$ cat config.mk
export PLATFORM = sky130hd
export DESIGN_NAME = adc_uart_tx
export DESIGN_NICKNAME = d
export VERILOG_FILES = /design/src/rtl/adc_uart_tx.sv
export SDC_FILE = /design/constraint.sdc
export NUM_CORES = 1
export LEC_CHECK = 0
export ABC_AREA = 1
export CAP_MARGIN = 15
export CORE_MARGIN = 8
export CORE_UTILIZATION = 51
export CTS_BUF_LIST = sky130_fd_sc_hd__clkbuf_16
export DETAILED_ROUTE_END_ITERATION = 10
export GPL_ROUTABILITY_DRIVEN = 0
export HOLD_SLACK_MARGIN = 0.05
export PLACE_DENSITY = 0.79
export SLEW_MARGIN = 0
export SYNTH_ARGS = -nofsm -noshare
export SYNTH_HDL_FRONTEND = slang
export SYNTH_SLANG_ARGS = --single-unit
$ cat constraint.sdc
create_clock -name clk -period 5.8 [get_ports clk]
set_input_delay 1.16 -clock clk [delete_from_list [all_inputs] [get_ports clk]]
set_output_delay 1.16 -clock clk [all_outputs]
set_load 0.005 [all_outputs]
$ cat src/rtl/adc_uart_tx.sv
// adc_uart_tx: on a trigger, serialises four 16-bit ADC samples as four 3-byte packets
// (0x90|N, MSB, LSB) over one UART line using 8 data bits, even parity and 1 stop bit.
module adc_uart_tx #(
  parameter int unsigned CLKS_PER_BIT = 4,
  parameter int unsigned GAP_CLKS     = 0
) (
  input  logic        clk,
  input  logic        rst,
  input  logic        start_tx,
  input  logic [15:0] din0,
  input  logic [15:0] din1,
  input  logic [15:0] din2,
  input  logic [15:0] din3,
  output logic        dout,
  output logic        busy,
  output logic        tx_done,
  output logic [15:0] counter_bytes_sent
);

  localparam int unsigned BAUD_W = 8;
  localparam int unsigned GAP_W  = 8;

  typedef enum logic [2:0] {
    S_IDLE,
    S_LOAD,
    S_START,
    S_DATA,
    S_PARITY,
    S_STOP,
    S_GAP,
    S_DONE
  } state_t;

  state_t              r_state;
  logic [BAUD_W-1:0]   r_baud;
  logic [GAP_W-1:0]    r_gap;
  logic [2:0]          r_bit;
  logic [1:0]          r_pkt;
  logic [1:0]          r_idx;
  logic [15:0]         r_din0;
  logic [15:0]         r_din1;
  logic [15:0]         r_din2;
  logic [15:0]         r_din3;

  logic [15:0]         w_sample;
  logic [7:0]          w_byte;
  logic                w_bit_end;
  logic                w_gap_end;
  logic                w_last_byte;

  assign w_bit_end   = (r_baud == BAUD_W'(CLKS_PER_BIT - 1));
  assign w_gap_end   = (r_gap == GAP_W'(GAP_CLKS - 1));
  assign w_last_byte = (r_pkt == 2'd3) && (r_idx == 2'd2);

  // Select the byte currently on the wire from the captured samples
  always_comb begin
    w_sample = r_din0;
    w_byte   = 8'h90;
    case (r_pkt)
      2'd0:    w_sample = r_din0;
      2'd1:    w_sample = r_din1;
      2'd2:    w_sample = r_din2;
      default: w_sample = r_din3;
    endcase
    case (r_idx)
      2'd0:    w_byte = 8'h90 | {6'd0, r_pkt};
      2'd1:    w_byte = w_sample[15:8];
      default: w_byte = w_sample[7:0];
    endcase
  end

  // Transmit FSM; line level and status outputs change together with the state
  always_ff @(posedge clk or posedge rst) begin
    if (rst) begin
      r_state            <= S_IDLE;
      r_baud             <= '0;
      r_gap              <= '0;
      r_bit              <= '0;
      r_pkt              <= '0;
      r_idx              <= '0;
      r_din0             <= '0;
      r_din1             <= '0;
      r_din2             <= '0;
      r_din3             <= '0;
      dout               <= 1'b1;
      busy               <= 1'b0;
      tx_done            <= 1'b0;
      counter_bytes_sent <= '0;
    end else begin
      case (r_state)
        S_IDLE: begin
          dout    <= 1'b1;
          tx_done <= 1'b0;
          if (start_tx) begin
            r_din0  <= din0;
            r_din1  <= din1;
            r_din2  <= din2;
            r_din3  <= din3;
            r_pkt   <= '0;
            r_idx   <= '0;
            r_state <= S_LOAD;
          end
        end

        // One setup cycle so the line and busy move on the edge after acceptance
        S_LOAD: begin
          dout    <= 1'b0;
          busy    <= 1'b1;
          r_baud  <= '0;
          r_state <= S_START;
        end

        S_START: begin
          if (w_bit_end) begin
            r_baud  <= '0;
            r_bit   <= '0;
            dout    <= w_byte[0];
            r_state <= S_DATA;
          end else begin
            r_baud <= r_baud + BAUD_W'(1);
          end
        end

        S_DATA: begin
          if (w_bit_end) begin
            r_baud <= '0;
            if (r_bit == 3'd7) begin
              dout    <= ^w_byte;
              r_state <= S_PARITY;
            end else begin
              r_bit <= r_bit + 3'd1;
              dout  <= w_byte[r_bit + 3'd1];
            end
          end else begin
            r_baud <= r_baud + BAUD_W'(1);
          end
        end

        S_PARITY: begin
          if (w_bit_end) begin
            r_baud  <= '0;
            dout    <= 1'b1;
            r_state <= S_STOP;
          end else begin
            r_baud <= r_baud + BAUD_W'(1);
          end
        end

        S_STOP: begin
          if (w_bit_end) begin
            r_baud             <= '0;
            counter_bytes_sent <= counter_bytes_sent + 16'd1;
            if (w_last_byte) begin
              dout    <= 1'b1;
              busy    <= 1'b0;
              tx_done <= 1'b1;
              r_state <= S_DONE;
            end else begin
              if (r_idx == 2'd2) begin
                r_idx <= '0;
                r_pkt <= r_pkt + 2'd1;
              end else begin
                r_idx <= r_idx + 2'd1;
              end
              if (GAP_CLKS > 0) begin
                r_gap   <= '0;
                dout    <= 1'b1;
                r_state <= S_GAP;
              end else begin
                dout    <= 1'b0;
                r_state <= S_START;
              end
            end
          end else begin
            r_baud <= r_baud + BAUD_W'(1);
          end
        end

        S_GAP: begin
          if (w_gap_end) begin
            r_baud  <= '0;
            dout    <= 1'b0;
            r_state <= S_START;
          end else begin
            r_gap <= r_gap + GAP_W'(1);
          end
        end

        S_DONE: begin
          tx_done <= 1'b0;
          r_state <= S_IDLE;
        end

        default: begin
          dout    <= 1'b1;
          busy    <= 1'b0;
          tx_done <= 1'b0;
          r_state <= S_IDLE;
        end
      endcase
    end
  end

endmodule

Word level (Yosys, flattened, before mapping)
Cells that the tools add are included.
{ "op_classes": {"eq_ne": 26, "order_cmp": 1, "n_reduce_logical": 24, "addsub": 6, "muxes": 43, "bitwise": 1} }
{ "op_table": {"columns": ["operator", "n"], "rows": [
  ["$pmux W16 S3", 1],
  ["$mux W3", 11],
  ["$pmux W3 S8", 1],
  ["$pmux W8 S3", 1],
  ["$ne A2 B2 Y1 const B", 11],
  ["$add A16 B1 Y16 const B", 1],
  ["$add A8 B1 Y8 const B", 2],
  ["$mux W8", 2],
  ["$pmux W8 S2", 1],
  ["$eq A3 B3 Y1 const B", 5],
  ["$mux W2", 7],
  ["$mux W1", 12],
  ["$eq A8 B2 Y1 const B", 1],
  ["$eq A8 B8 Y1 const B", 1],
  ["$pmux W2 S2", 2],
  ["$reduce_and A2 Y1", 4],
  ["$reduce_and A4 Y1", 2],
  ["$reduce_bool A2 Y1", 4],
  ["$reduce_xor A8 Y1", 1],
  ["$pmux W1 S7", 1],
  ["$reduce_and A7 Y1", 1],
  ["$reduce_bool A7 Y1", 1],
  ["$eq A2 B2 Y1 const B", 3],
  ["$eq A3 B2 Y1 const B", 2],
  ["18 further kinds", 23]
]} }
{ "totals": {"ff_bits": 109, "input_bits": 67} }

Depth between registers and ports, before layout
{ "depth": {"ltp_word": 8, "mapped_depth": 18} }

Worst setup path before layout
No wires, ideal clock.
{ "synth_path": {"path_type": "input to register", "startpoint": "in start_tx", "endpoint": "reg r_din1[0]", "required_time_ps": 5684, "stages": 7, "path_slack_ps": 3841, "arrival_time_ps": 1843, "setup_ps": 116, "path_buffers": 2, "cell_sequence": "inv_1 -> nor2_4 -> inv_2 -> buf_2 -> buf_2 -> nand2_1 -> nand2_1"} }
{ "synth_between": {"elab_chain_cells": 1} }
{ "synth_rtl": {"columns": ["element", "line", "text"], "rows": [
  ["from (decl)", "9", "input logic start_tx,"],
  ["$reduce_and A2 Y1 (no source line)", null, null],
  ["to (signal assigned)", "96", "r_din1 <= din1;"],
  ["to (decl)", "41", "logic [15:0] r_din1;"]
]} }
Every way passes these cells.
A chain may end at the register's enable or synchronous reset.

Worst setup path in the final report
{ "layout_path": {"startpoint": "in start_tx", "endpoint": "reg r_din1[6]"} }
The elaborated chain is that of the path after synthesis.

==> summary.txt <==
Run status
  – Status: completed

CTS
  – Worst skew pair latency: around 0.35 ns
  – Buffers from clock root to sink, at most: 2
  – CTS Buf Count: 9
  – Post-CTS sizing: 0
  – CTS tree: yes
  – CTS root buffer: clkbuf_16
  – Post-CTS setup buffer count: 0
  – Hold_buf cts: 0
  – Clock transition at the registers of the reported paths: 0.07 ns
  – H-tree depth: 3
  – # clock sinks: about 110

STA
  – Slew @ Worst Pin: 0.918 ns
  – Worst rel slew slack: about two fifths
  – Tcrit/Tclk final: approximately half
  – Skew final: around 0.012 ns
  – RSZ-0062 raised after global routing: false
  – Final TNS setup: 0 ns
  – F_max: 0.337 GHz
  – Hold Violations, Final: 0
  – Crit path time final: approximately 3.0 ns
  – Final-report setup violation count: 0
  – Fin. max-slew vios: 0

Setup path
  – Worst EP required: slightly above 6 ns
  – R2R depth: 16
  – Crit path DAT: around 3.2 ns
  – Critical path launch point: start_tx
  – Reg2reg end: dout
  – Worst Path Max Fanout: 71
  – Critical path startpoint category: input port
  – Critical R2R Launch: r_pkt[0]
  – R2r setup slk: about 3.3 ns
  – Crit Path Class: input port to flip-flop
  – Worst Setup End Kind: flip-flop
  – End point of the critical path: r_din1[6]

Power and ir drop
  – Cell-internal power: about 1.8 mW
  – Clk pwr share: between 20% and 30%
  – Sw Share: 39.9%
  – Lkg Pwr: 3.54 nW
  – Pwr/cell area: between 400 and 500 nW/µm²
  – Max VDD drop: between 200 and 300 µV
  – Flop pwr share: 41.6%
  – NetSw: about 1.2 mW
  – Comb pwr share: a little under two fifths
  – Total power: approximately 2.9 mW

Run
  – Max-cap violations: 0

Die
  – Initial Utilization: ~52%
  – Die Y: ~120 µm
  – Die Area: 14700 µm²
  – Chip Width: 121 µm
  – Total core area: 10800 µm²
  – Rows: 38
  – Total I/O pin count: 86

Route
  – DR vias: about 5k
  – Remaining routing DRC violations: 0
  – Post-DRT Antenna Nets: 0
  – Routed WL: 13.4 mm
  – 1st-iter DRT viols: ~350
  – Via density: between 5 and 6
  – Drt wl/cell: about 14 µm
  – Pre-antenna DRT Iters: 5

Finish
  – # diodes: 0
  – Layout cells sized above 1: between 5 and 6%
  – Final nets: approximately 890
  – Most frequent cells in the layout: nand2_1, dfrtp_1, clkdlybuf4s50_1, nor2_1, inv_1
  – Layout area overhead: 21.1%
  – Commonest non-fill, non-tap cell in the layout: nand2_1

Place
  – Port Buffers: 85
  – Post-DP HPWL: 9.77 mm

Global routing
  – Global-route wire length before repair: 23.1 mm
  – Vias in the first global route: approximately 4.9k
  – GRT overflow: 0
  – Largest net degree at the start of global routing: between 70 and 80
  – Initial antenna violation count: 0
  – Gr usage total: 19.2%

Yosys
  – Yosys warns: 0
  – Synthesized instance count: between 700 and 800
  – Predominant post-synthesis flop cell: dfrtp_1
  – Synth Area per Inst: between 7 and 8 µm²
  – Synthesized area: between 5000 and 6000 µm²
  – Syn nets: 818
  – Post-synth ARST share: 100%
  – Number of synthesized flops with an enable pin: 0
  – Synth cell types: 34
  – Register area share after synthesis: between 40% and 50%
  – Seq cells post-synth: ~110

Min path
  – Hold crit path type: flip-flop to flip-flop
==> layout make-up <==
| type | instances | area (µm²) |
|---|---|---|
| Clock buffer | 9 | 225 |
| Inverter | 58 | 220 |
| Clock inverter | 7 | 75.1 |
| Tap cell | 140 | 175 |
| Fill cell | 941 | 3990 |
| Sequential cell | 109 | 2730 |
| Timing Repair Buffer | 87 | 866 |
| Multi-Input combinational cell | 552 | 2560 |
==> power groups by stage <==
stage	sequential, mW	clock, mW	combinational [mW]
after floorplan	1.17	0	0.831
after global placement	1.21	0	1.03
after detailed placement	1.22	0	1.08
after CTS	1.21	0.630	1.09
after global routing	1.24	0.660	1.25
final	1.22	0.619	1.09
==> worst min path at each step <==
stage,startpoint,end,slack (ns),cells past startpoint
3_3_place_gp,r_din2[15],r_din2[15],0.46,2
5_1_grt,counter_bytes_sent[15],counter_bytes_sent[15],0.49,1
2_1_floorplan,r_din0[0],r_din0[0],0.44,2
4_1_cts,r_gap[7],r_gap[7],0.48,1
6_report,r_gap[7],r_gap[7],0.48,1
3_5_place_dp,r_din1[8],r_din1[8],0.46,2
==> kinds of logic (layout without fill, tap and decap cells) <==
group	count (synthesis)	after routing	synth area share, %
buffers and inverters	80	161	6.49
AND/OR/NAND/NOR	460	460	33.4
flip-flops	109	109	48.3
AO/OA/AOI/OAI	57	57	5.60
adder cells (fa/ha/maj)	10	10	2.21
XOR/XNOR	25	25	4.01
==> registers in the layout, summed over array words and instances (netlist names), 2 cells and up <==
register,flops
counter_bytes_sent,16
r_din0,16
r_din1,16
r_din2,16
r_din3,16
r_baud,8
r_gap,8
r_bit,3
r_state,3
r_idx,2
r_pkt,2
==> metrics by stage <==
step                      utilization [%]  hold WS (ns)  cells  setup WS (ns)  instance area [µm²]
after detailed placement             60.4         0.459    946           2.45                 6550
after CTS                            63.2         0.477    962           2.81                 6850
after floorplan                         -         0.442    741           1.77                 5650
after global placement               60.4         0.455    946           2.57                 6550
after global routing                 63.2         0.485    962           2.58                 6850
final                                63.2         0.475    962           2.83                 6850
==> worst max-delay path, stage by stage <==
cell and delay, ns:
clkdlybuf4s50_1 0.49, inv_1 0.08, nor2_4 0.09, buf_4 0.51, inv_2 0.54, nand2_1 0.21
nand2_1 0.07
==> cell usage after synthesis, types with 3 or more instances <==
master / instances / area, µm²
dfrtp_1: 108 / 2700
ha_1: 10 / 125
xor2_1: 17 / 149
xnor2_1: 7 / 61.3
nand2_1: 341 / 1280
a21oi_1: 17 / 85.1
o22ai_1: 3 / 18.8
buf_2: 5 / 25.0
nor2_1: 50 / 188
inv_2: 9 / 33.8
nand3_1: 42 / 210
nand4_1: 3 / 18.8
inv_1: 49 / 184
clkbuf_1: 9 / 33.8
nor2_2: 6 / 37.5
nor3_1: 7 / 35.0
o21ai_0: 27 / 135
buf_6: 8 / 90.1
==> routing by layer <==
metal,share of wire [%],global-route usage (%),vias up
met3,4.7,3.07,22
met4,1.9,6.40,0
met5,0,0,-
met2,48,31.2,133
met1,46,25.6,2334
li1,-,-,2457
(Power assumes the default switching activity.)
